### src/rtl/instr_fetch_queue.sv
// rtl/instr_fetch_queue.sv - instruction fetch address generator with return-data queue
module instr_fetch_queue #(
    parameter int                ADDR_W   = 8,
    parameter int                INSTR_W  = 16,
    parameter int                DEPTH    = 4,
    parameter logic [ADDR_W-1:0] RESET_PC = '0
) (
    input  logic                     clk,
    input  logic                     rst,
    output logic                     imem_rd_en,
    output logic [ADDR_W-1:0]        imem_addr,
    input  logic [INSTR_W-1:0]       imem_rdata,
    output logic                     instr_valid,
    output logic [INSTR_W-1:0]       instr_data,
    output logic [ADDR_W-1:0]        instr_pc,
    input  logic                     instr_ready,
    input  logic                     redirect_valid,
    input  logic [ADDR_W-1:0]        redirect_pc,
    input  logic                     halt,
    output logic [$clog2(DEPTH):0]   q_count
);

    localparam int PW = $clog2(DEPTH);
    localparam logic [PW+1:0] DEPTH_L = (PW+2)'(DEPTH);

    typedef struct packed {
        logic [INSTR_W-1:0] instr;
        logic [ADDR_W-1:0]  pc;
    } entry_t;

    logic [ADDR_W-1:0] fetch_pc_q, fetch_pc_d;
    logic [ADDR_W-1:0] tag_pc_q, tag_pc_d;
    logic              inflight_q, inflight_d;
    logic [PW-1:0]     rd_ptr_q, rd_ptr_d;
    logic [PW-1:0]     wr_ptr_q, wr_ptr_d;
    logic [PW:0]       count_q, count_d;
    entry_t            mem_q [DEPTH];
    entry_t            mem_d [DEPTH];

    logic [PW+1:0]     occupancy;
    logic              issue;
    logic              push;
    logic              pop;
    logic              head_valid;

    // Issue/push/pop decisions; the in-flight read reserves a slot so a push never overflows
    always_comb begin
        occupancy  = {1'b0, count_q} + {{(PW+1){1'b0}}, inflight_q};
        issue      = rst & ~redirect_valid & ~halt & (occupancy < DEPTH_L);
        push       = inflight_q & ~redirect_valid;
        head_valid = (count_q != '0) & ~redirect_valid;
        pop        = head_valid & instr_ready;
    end

    // Next-state: redirect flushes everything and kills the returning read
    always_comb begin
        fetch_pc_d = fetch_pc_q;
        tag_pc_d   = tag_pc_q;
        inflight_d = issue;
        rd_ptr_d   = rd_ptr_q;
        wr_ptr_d   = wr_ptr_q;
        count_d    = count_q;
        mem_d      = mem_q;
        if (redirect_valid) begin
            fetch_pc_d = redirect_pc;
            rd_ptr_d   = '0;
            wr_ptr_d   = '0;
            count_d    = '0;
        end else begin
            if (issue) begin
                fetch_pc_d = fetch_pc_q + ADDR_W'(1);
                tag_pc_d   = fetch_pc_q;
            end
            if (push) begin
                mem_d[wr_ptr_q] = {imem_rdata, tag_pc_q};
                wr_ptr_d        = wr_ptr_q + PW'(1);
            end
            if (pop) begin
                rd_ptr_d = rd_ptr_q + PW'(1);
            end
            case ({push, pop})
                2'b10:   count_d = count_q + (PW+1)'(1);
                2'b01:   count_d = count_q - (PW+1)'(1);
                default: count_d = count_q;
            endcase
        end
    end

    // State registers with asynchronous active-low reset
    always_ff @(posedge clk or negedge rst) begin
        if (!rst) begin
            fetch_pc_q <= RESET_PC;
            tag_pc_q   <= '0;
            inflight_q <= 1'b0;
            rd_ptr_q   <= '0;
            wr_ptr_q   <= '0;
            count_q    <= '0;
            for (int i = 0; i < DEPTH; i++) begin
                mem_q[i] <= '0;
            end
        end else begin
            fetch_pc_q <= fetch_pc_d;
            tag_pc_q   <= tag_pc_d;
            inflight_q <= inflight_d;
            rd_ptr_q   <= rd_ptr_d;
            wr_ptr_q   <= wr_ptr_d;
            count_q    <= count_d;
            mem_q      <= mem_d;
        end
    end

    // Output drive: head entry shown only when the queue holds something
    always_comb begin
        imem_rd_en  = issue;
        imem_addr   = fetch_pc_q;
        instr_valid = head_valid;
        instr_data  = (count_q != '0) ? mem_q[rd_ptr_q].instr : '0;
        instr_pc    = (count_q != '0) ? mem_q[rd_ptr_q].pc : '0;
        q_count     = count_q;
    end

endmodule

### config.mk
export PLATFORM = sky130hd
export DESIGN_NAME = instr_fetch_queue
export DESIGN_NICKNAME = d
export VERILOG_FILES = /design/src/rtl/instr_fetch_queue.sv
export SDC_FILE = /design/constraint.sdc
export NUM_CORES = 1
export LEC_CHECK = 0
export ABC_AREA = 1
export CORE_ASPECT_RATIO = 0.8
export CORE_MARGIN = 5
export CORE_UTILIZATION = 35
export DETAILED_ROUTE_END_ITERATION = 16
export PLACE_DENSITY = 0.59
export SYNTH_ARGS = -nofsm -noshare
export SYNTH_HDL_FRONTEND = slang
export SYNTH_SLANG_ARGS = --single-unit
### constraint.sdc
create_clock -name clk -period 2.9 [get_ports clk]
set_clock_uncertainty 0.1 [all_clocks]
set_input_delay 0.725 -clock clk [delete_from_list [all_inputs] [get_ports clk]]
set_output_delay 0.725 -clock clk [all_outputs]
set_load 0.02 [all_outputs]
# After elaboration in Yosys (flattened, before gate mapping)
# Cells that the tools add are included.
# W data, S select, Z words.
dict set report totals {
  reg_bits 120
  in_bits 29
  output_inout_bits 37
  word_cells 60
}
dict set report classes {
  add_sub_neg 6
  magnitude_cmp 4
  eq_ne 2
  muxes 16
  bitwise_logic 10
  n_reduce_logical 8
}
# operator n
set ops {}
lappend ops {{$bwmux W96} 1}
lappend ops {{$mux W24} 3}
lappend ops {{$bmux W24 S2} 1}
lappend ops {{$demux W24 S2} 1}
lappend ops {{$mux W8} 3}
lappend ops {{$mux W16} 1}
lappend ops {{$add A8 B1 Y8 const B} 1}
lappend ops {{$mux W2} 4}
lappend ops {{$and A1 B1 Y1} 6}
lappend ops {{$ge A3 B3 Y1 const B} 2}
lappend ops {{$not A2 Y3} 2}
lappend ops {{$pmux W3 S2} 1}
lappend ops {{$reduce_bool A2 Y1} 3}
lappend ops {{$reduce_bool A3 Y1} 2}
lappend ops {{$add A2 B1 Y2 const B} 2}
lappend ops {{$add A3 B1 Y4} 1}
lappend ops {{$lt A4 B3 Y1 const B} 1}
lappend ops {{$reduce_and A2 Y1} 2}
lappend ops {{$add A3 B1 Y3 const B} 1}
lappend ops {{$lt A3 B1 Y1 const B} 1}
lappend ops {{$mux W3} 1}
lappend ops {{$sub A3 B1 Y3 const B} 1}
lappend ops {{$eq A2 B1 Y1 const B} 1}
lappend ops {{$eq A2 B2 Y1 const B} 1}
lappend ops {{other kinds (2)} 3}

# Longest topological paths before layout
# Gate-level depths: netlist of run 1.
dict set report depth {
  ltp_word 6
  depth_mapped 11
  depth_no_buf 11
}

# Worst setup path after synthesis of run 1
# OpenSTA, ideal clock, no wires.
dict set report synth_path {
  path_kind {input-to-output}
  start {in redirect_valid}
  end {out imem_rd_en}
  arrival_ns 1.393
  required_time_ns 2.075
  slack_ns 0.682
  cell_stages 5
  path_buffers 2
  path_cell_list {buf_4 > nor2_1 > nand4_1 > buf_4 > inv_2}
}
dict set report synth_via {
  elab_chain_cells 4
}
# element line
set synth_lines {}
lappend synth_lines {{start, declared} 17} ;# input logic redirect_valid,
lappend synth_lines {{$not A1 Y1 (no line)} --}
lappend synth_lines {{$and A1 B1 Y1 (3 in series)} 49} ;# issue = rst & ~redirect_valid & ~halt & (occupancy < DEPTH_L);
lappend synth_lines {{end, declared} 10} ;# output logic imem_rd_en,
# No other way between the ends.

# Final worst setup path of run 1
dict set report layout_path {
  start {reg count_q[0] (netlist: q_count[0])}
  end {out instr_pc[0]}
}
dict set report layout_via {
  elab_chain_cells 2
}
# element line
set layout_lines {}
lappend layout_lines {{start, declared} 36} ;# logic [PW:0] count_q, count_d;
lappend layout_lines {{start signal, assigned} 107} ;# count_q <= count_d;
lappend layout_lines {{$reduce_bool A3 Y1} 118} ;# instr_pc = (count_q != '0) ? mem_q[rd_ptr_q].pc : '0;
lappend layout_lines {{$mux W8} 118}
lappend layout_lines {{end, declared} 15} ;# output logic [ADDR_W-1:0] instr_pc,
# No other way between the ends.

==> impl_metrics.py, run 1 <==
metrics = {
    "run_status": {
        "run_status": "complete, no violations",
    },
    "route": {
        "vias_per_cell": 4.86,
        "ant_nets": 0,
        "first_pass_iters": 5,
        "avgRoutedWirePerCell_um": 14.3,
        "wl_mm": 13.7,
        "drt_iter0_markers": 224,
        "num_vias": 4666,
        "drc": 0,
    },
    "synth": {
        "synth.distinct_cells": 26,
        "synth-edff-count": 0,
        "yosysTopAreaCell": "dfrtp_1",
        "synth_flop_cell": "dfrtp_1",
        "synth_most_common_cell": "nand2_1",
        "synthTopCellsByArea": "dfrtp_1 (53%), nand2_1 (9.5%), nor2_1 (7.1%), o21ai_0 (6.5%), o21ai_1 (5.6%)",
        "syn-num-nets": 710,
        "synth-seq-cells": 120,
        "ys_seq_area_share_pct": 52.9,
        "postSynthAreaPerCell_um2": 8.41,
        "synth_async_sr_flop_share_pct": 100,
        "syn_area_mm2": 0.00568,
        "synthCells": 675,
        "synth_top_area_share_pct": 52.9,
        "synth.top_cells.by_count": "nand2_1 (144), dfrtp_1 (120), nor2_1 (107)",
        "yosysWarnings": 0,
    },
    "worst_hold_path": {
        "hold_path.startpoint": "mem_q[48]$_DFFE_PN0P_",
        "holdPathEnd": "mem_q[48]$_DFFE_PN0P_",
        "hold_depth": 2,
        "hp-class": "register to register",
    },
    "critical_path": {
        "r2r-end": "q_count[2]$_DFFE_PN0P_",
        "worst_ep_required_time_ps": 2080,
        "ff2ff_setup_slack_ps": 960,
        "reg2regPathDepth": 11,
        "cp-end-kind": "primary output",
        "crit_type": "register to primary output",
        "crit_arrival_ps": 1940,
        "crit_path_start_kind": "register",
        "worstReg2RegStart": "q_count[0]$_DFFE_PN0P_",
        "crit_fanout": 25,
    },
    "clocking": {
        "cts_sinks": 120,
        "clk_pin_slew_worst_paths_ps": 50,
        "cts_tree": "done",
        "insertion_delay_ps": 410,
        "cts_buffers": 17,
        "ctsHtreeMaxLevel": 4,
        "cts_hold_buf": 0,
        "root_buffer": "clkbuf_16",
        "cts_buffer_depth": 2,
    },
    "floorplan": {
        "io_pins": 66,
        "initial_utilization_pct": 35.8,
        "die_width_um": 152,
        "die_area_mm2": 0.0189,
        "die_y_um": 124,
        "core_area_mm2": 0.0159,
        "core.rowCount": 41,
    },
    "final_layout": {
        "final_area_mm2": 0.00701,
        "layout-drive-gt1-share_pct": 11.3,
        "num_antenna_cells": 0,
        "areaGrowthSynthToFinish_pct": 23.6,
        "fin_util_pct": 44.2,
        "fin_nets": 770,
    },
    "run": {
        "max-cap-violations": 0,
    },
    "global_route": {
        "grt_pass1_wl_mm": 23.7,
        "grt_pass1_vias": 4766,
        "antenna_found_initial": 0,
        "grt_overflow_total": 0,
        "grt_usage_pct": 15.6,
        "grt_start_max_net_pins": 65,
    },
    "sta": {
        "worst_pin_slew_ps": 809,
        "rsz0062_at_grt": "false",
        "hold_violations": 0,
        "min_period_over_period_pct": 95.2,
        "fin_crit_ps": 2760,
        "maxSlewViolCount": 0,
        "setup_violations": 0,
        "holdWs_ps": 373,
        "max_freq_mhz": 362,
        "slew_headroom_pct": 46.1,
    },
    "placement": {
        "dp_hpwl_mm": 8.68,
        "placed_area_mm2": 0.00645,
        "port_buffers": 65,
        "gp_congestion": 0.781,
    },
    "power": {
        "powerDensity_mw_per_mm2": 682,
        "ir_worst_vdd_mv": 0.389,
        "p_leak_nw": 3.32,
    },
}
-- cell usage in the layout (no fill, tap or decap), types with 5 or more instances in the layout --
cell             instances
nor2_1                 107
dlygate4sd2_1           14
ha_1                     5
clkinv_2                 5
nand2_4                  5
dfrtp_1                119
o21ai_1                 64
o21ai_2                 16
inv_1                   41
buf_4                   19
o211ai_1                 6
nand3_1                 10
nand2_1                144
a21oi_1                 26
o21ai_0                 74
clkbuf_16               17
clkdlybuf4s50_1         38
clkbuf_2                 6
-- per-layer routing --
| metal | vias to the layer above | wire length (um) | GRT usage, % |
|---|---|---|---|
| met2 | 113 | 6110 | 25.0 |
| met4 | 0 | 106 | 3.43 |
| met5 | - | 0 | 0 |
| met1 | 2229 | 6690 | 20.9 |
| li1 | 2310 | - | - |
| met3 | 14 | 837 | 5.04 |
-- power by group --
group          internal [mW]  total [mW]  switching (mW)
Combinational          0.262       0.662           0.400
Clock                   1.44        2.16           0.720
Sequential              1.85        1.96           0.107
Total                   3.55        4.78            1.23
-- per-stage QoR --
stage	TNS (ps)	worst slack [ps]	total power [mW]	std cells
finish	0	140	4.78	961
global route	0	0.418	5.02	961
CTS	0	33.3	4.83	960
detailed placement	-84.1	-65.5	2.67	930
global placement	-62.7	-53.3	2.64	930
floorplan	0	682	2.39	675
-- how the worst max path moves through the flow --
| stage | start | endpoint | cells past startpoint |
|---|---|---|---|
| 4_1_cts | rd_ptr_q[1]$_DFFE_PN0P_ | instr_pc[6] | 6 |
| 2_1_floorplan | redirect_valid | imem_rd_en | 5 |
| 3_3_place_gp | redirect_valid | imem_rd_en | 5 |
| 6_report | q_count[0]$_DFFE_PN0P_ | instr_pc[0] | 6 |
| 3_5_place_dp | redirect_valid | imem_rd_en | 5 |
| 5_1_grt | rd_ptr_q[1]$_DFFE_PN0P_ | instr_data[10] | 6 |
-- layout make-up --
| class | instances | area (um^2) |
|---|---|---|
| Tap cell | 215 | 269 |
| Timing Repair Buffer | 83 | 747 |
| Fill cell | 1531 | 8840 |
| Inverter | 45 | 169 |
| Clock buffer | 20 | 447 |
| Clock inverter | 10 | 153 |
| Sequential cell | 120 | 3000 |
| Multi-Input combinational cell | 468 | 2230 |
-- flip-flops by register name, summed over array words and instances, names as in the netlist --
signal / flops
mem_q: 96
imem_addr: 8
tag_pc_q: 8
q_count: 3
rd_ptr_q: 2
wr_ptr_q: 2
inflight_q: 1
-- critical path, stage by stage, from the launching register on --
cell and delay [ps]:
dfrtp_1 440, inv_1 80, nand2_1 150, inv_1 50, buf_4 240, a21oi_1 190
dlygate4sd2_1 360
-- logic make-up after synthesis --
logic type | Yosys count | share of synthesized area (%)
AND/OR/NAND/NOR | 271 | 19.3
AO/OA/AOI/OAI | 189 | 18.1
flip-flops | 120 | 52.9
buffers and inverters | 87 | 7.94
adder cells (fa/ha/maj) | 6 | 1.46
XOR/XNOR | 2 | 0.309
-- what timing repair did --
| action | in CTS | in global routing |
|---|---|---|
| endpoints found under the setup margin | 24 | 21 |
| setup buffers | 0 | 1 |
| resized for setup | 24 | 18 |
Note: power is estimated with default switching activity, not from simulation.
==> inputs of run 2 (changes only) <==
- CTS_CLUSTER_SIZE: unset -> 25
==> results of run 2 <==
The final DEF is identical to that of run 1; final timing and power are the same.
==> inputs of run 3 (changes only) <==
- CTS_CLUSTER_SIZE: 25 -> unset
==> results of run 3 <==
The final DEF is identical to that of run 1; final timing and power are the same.
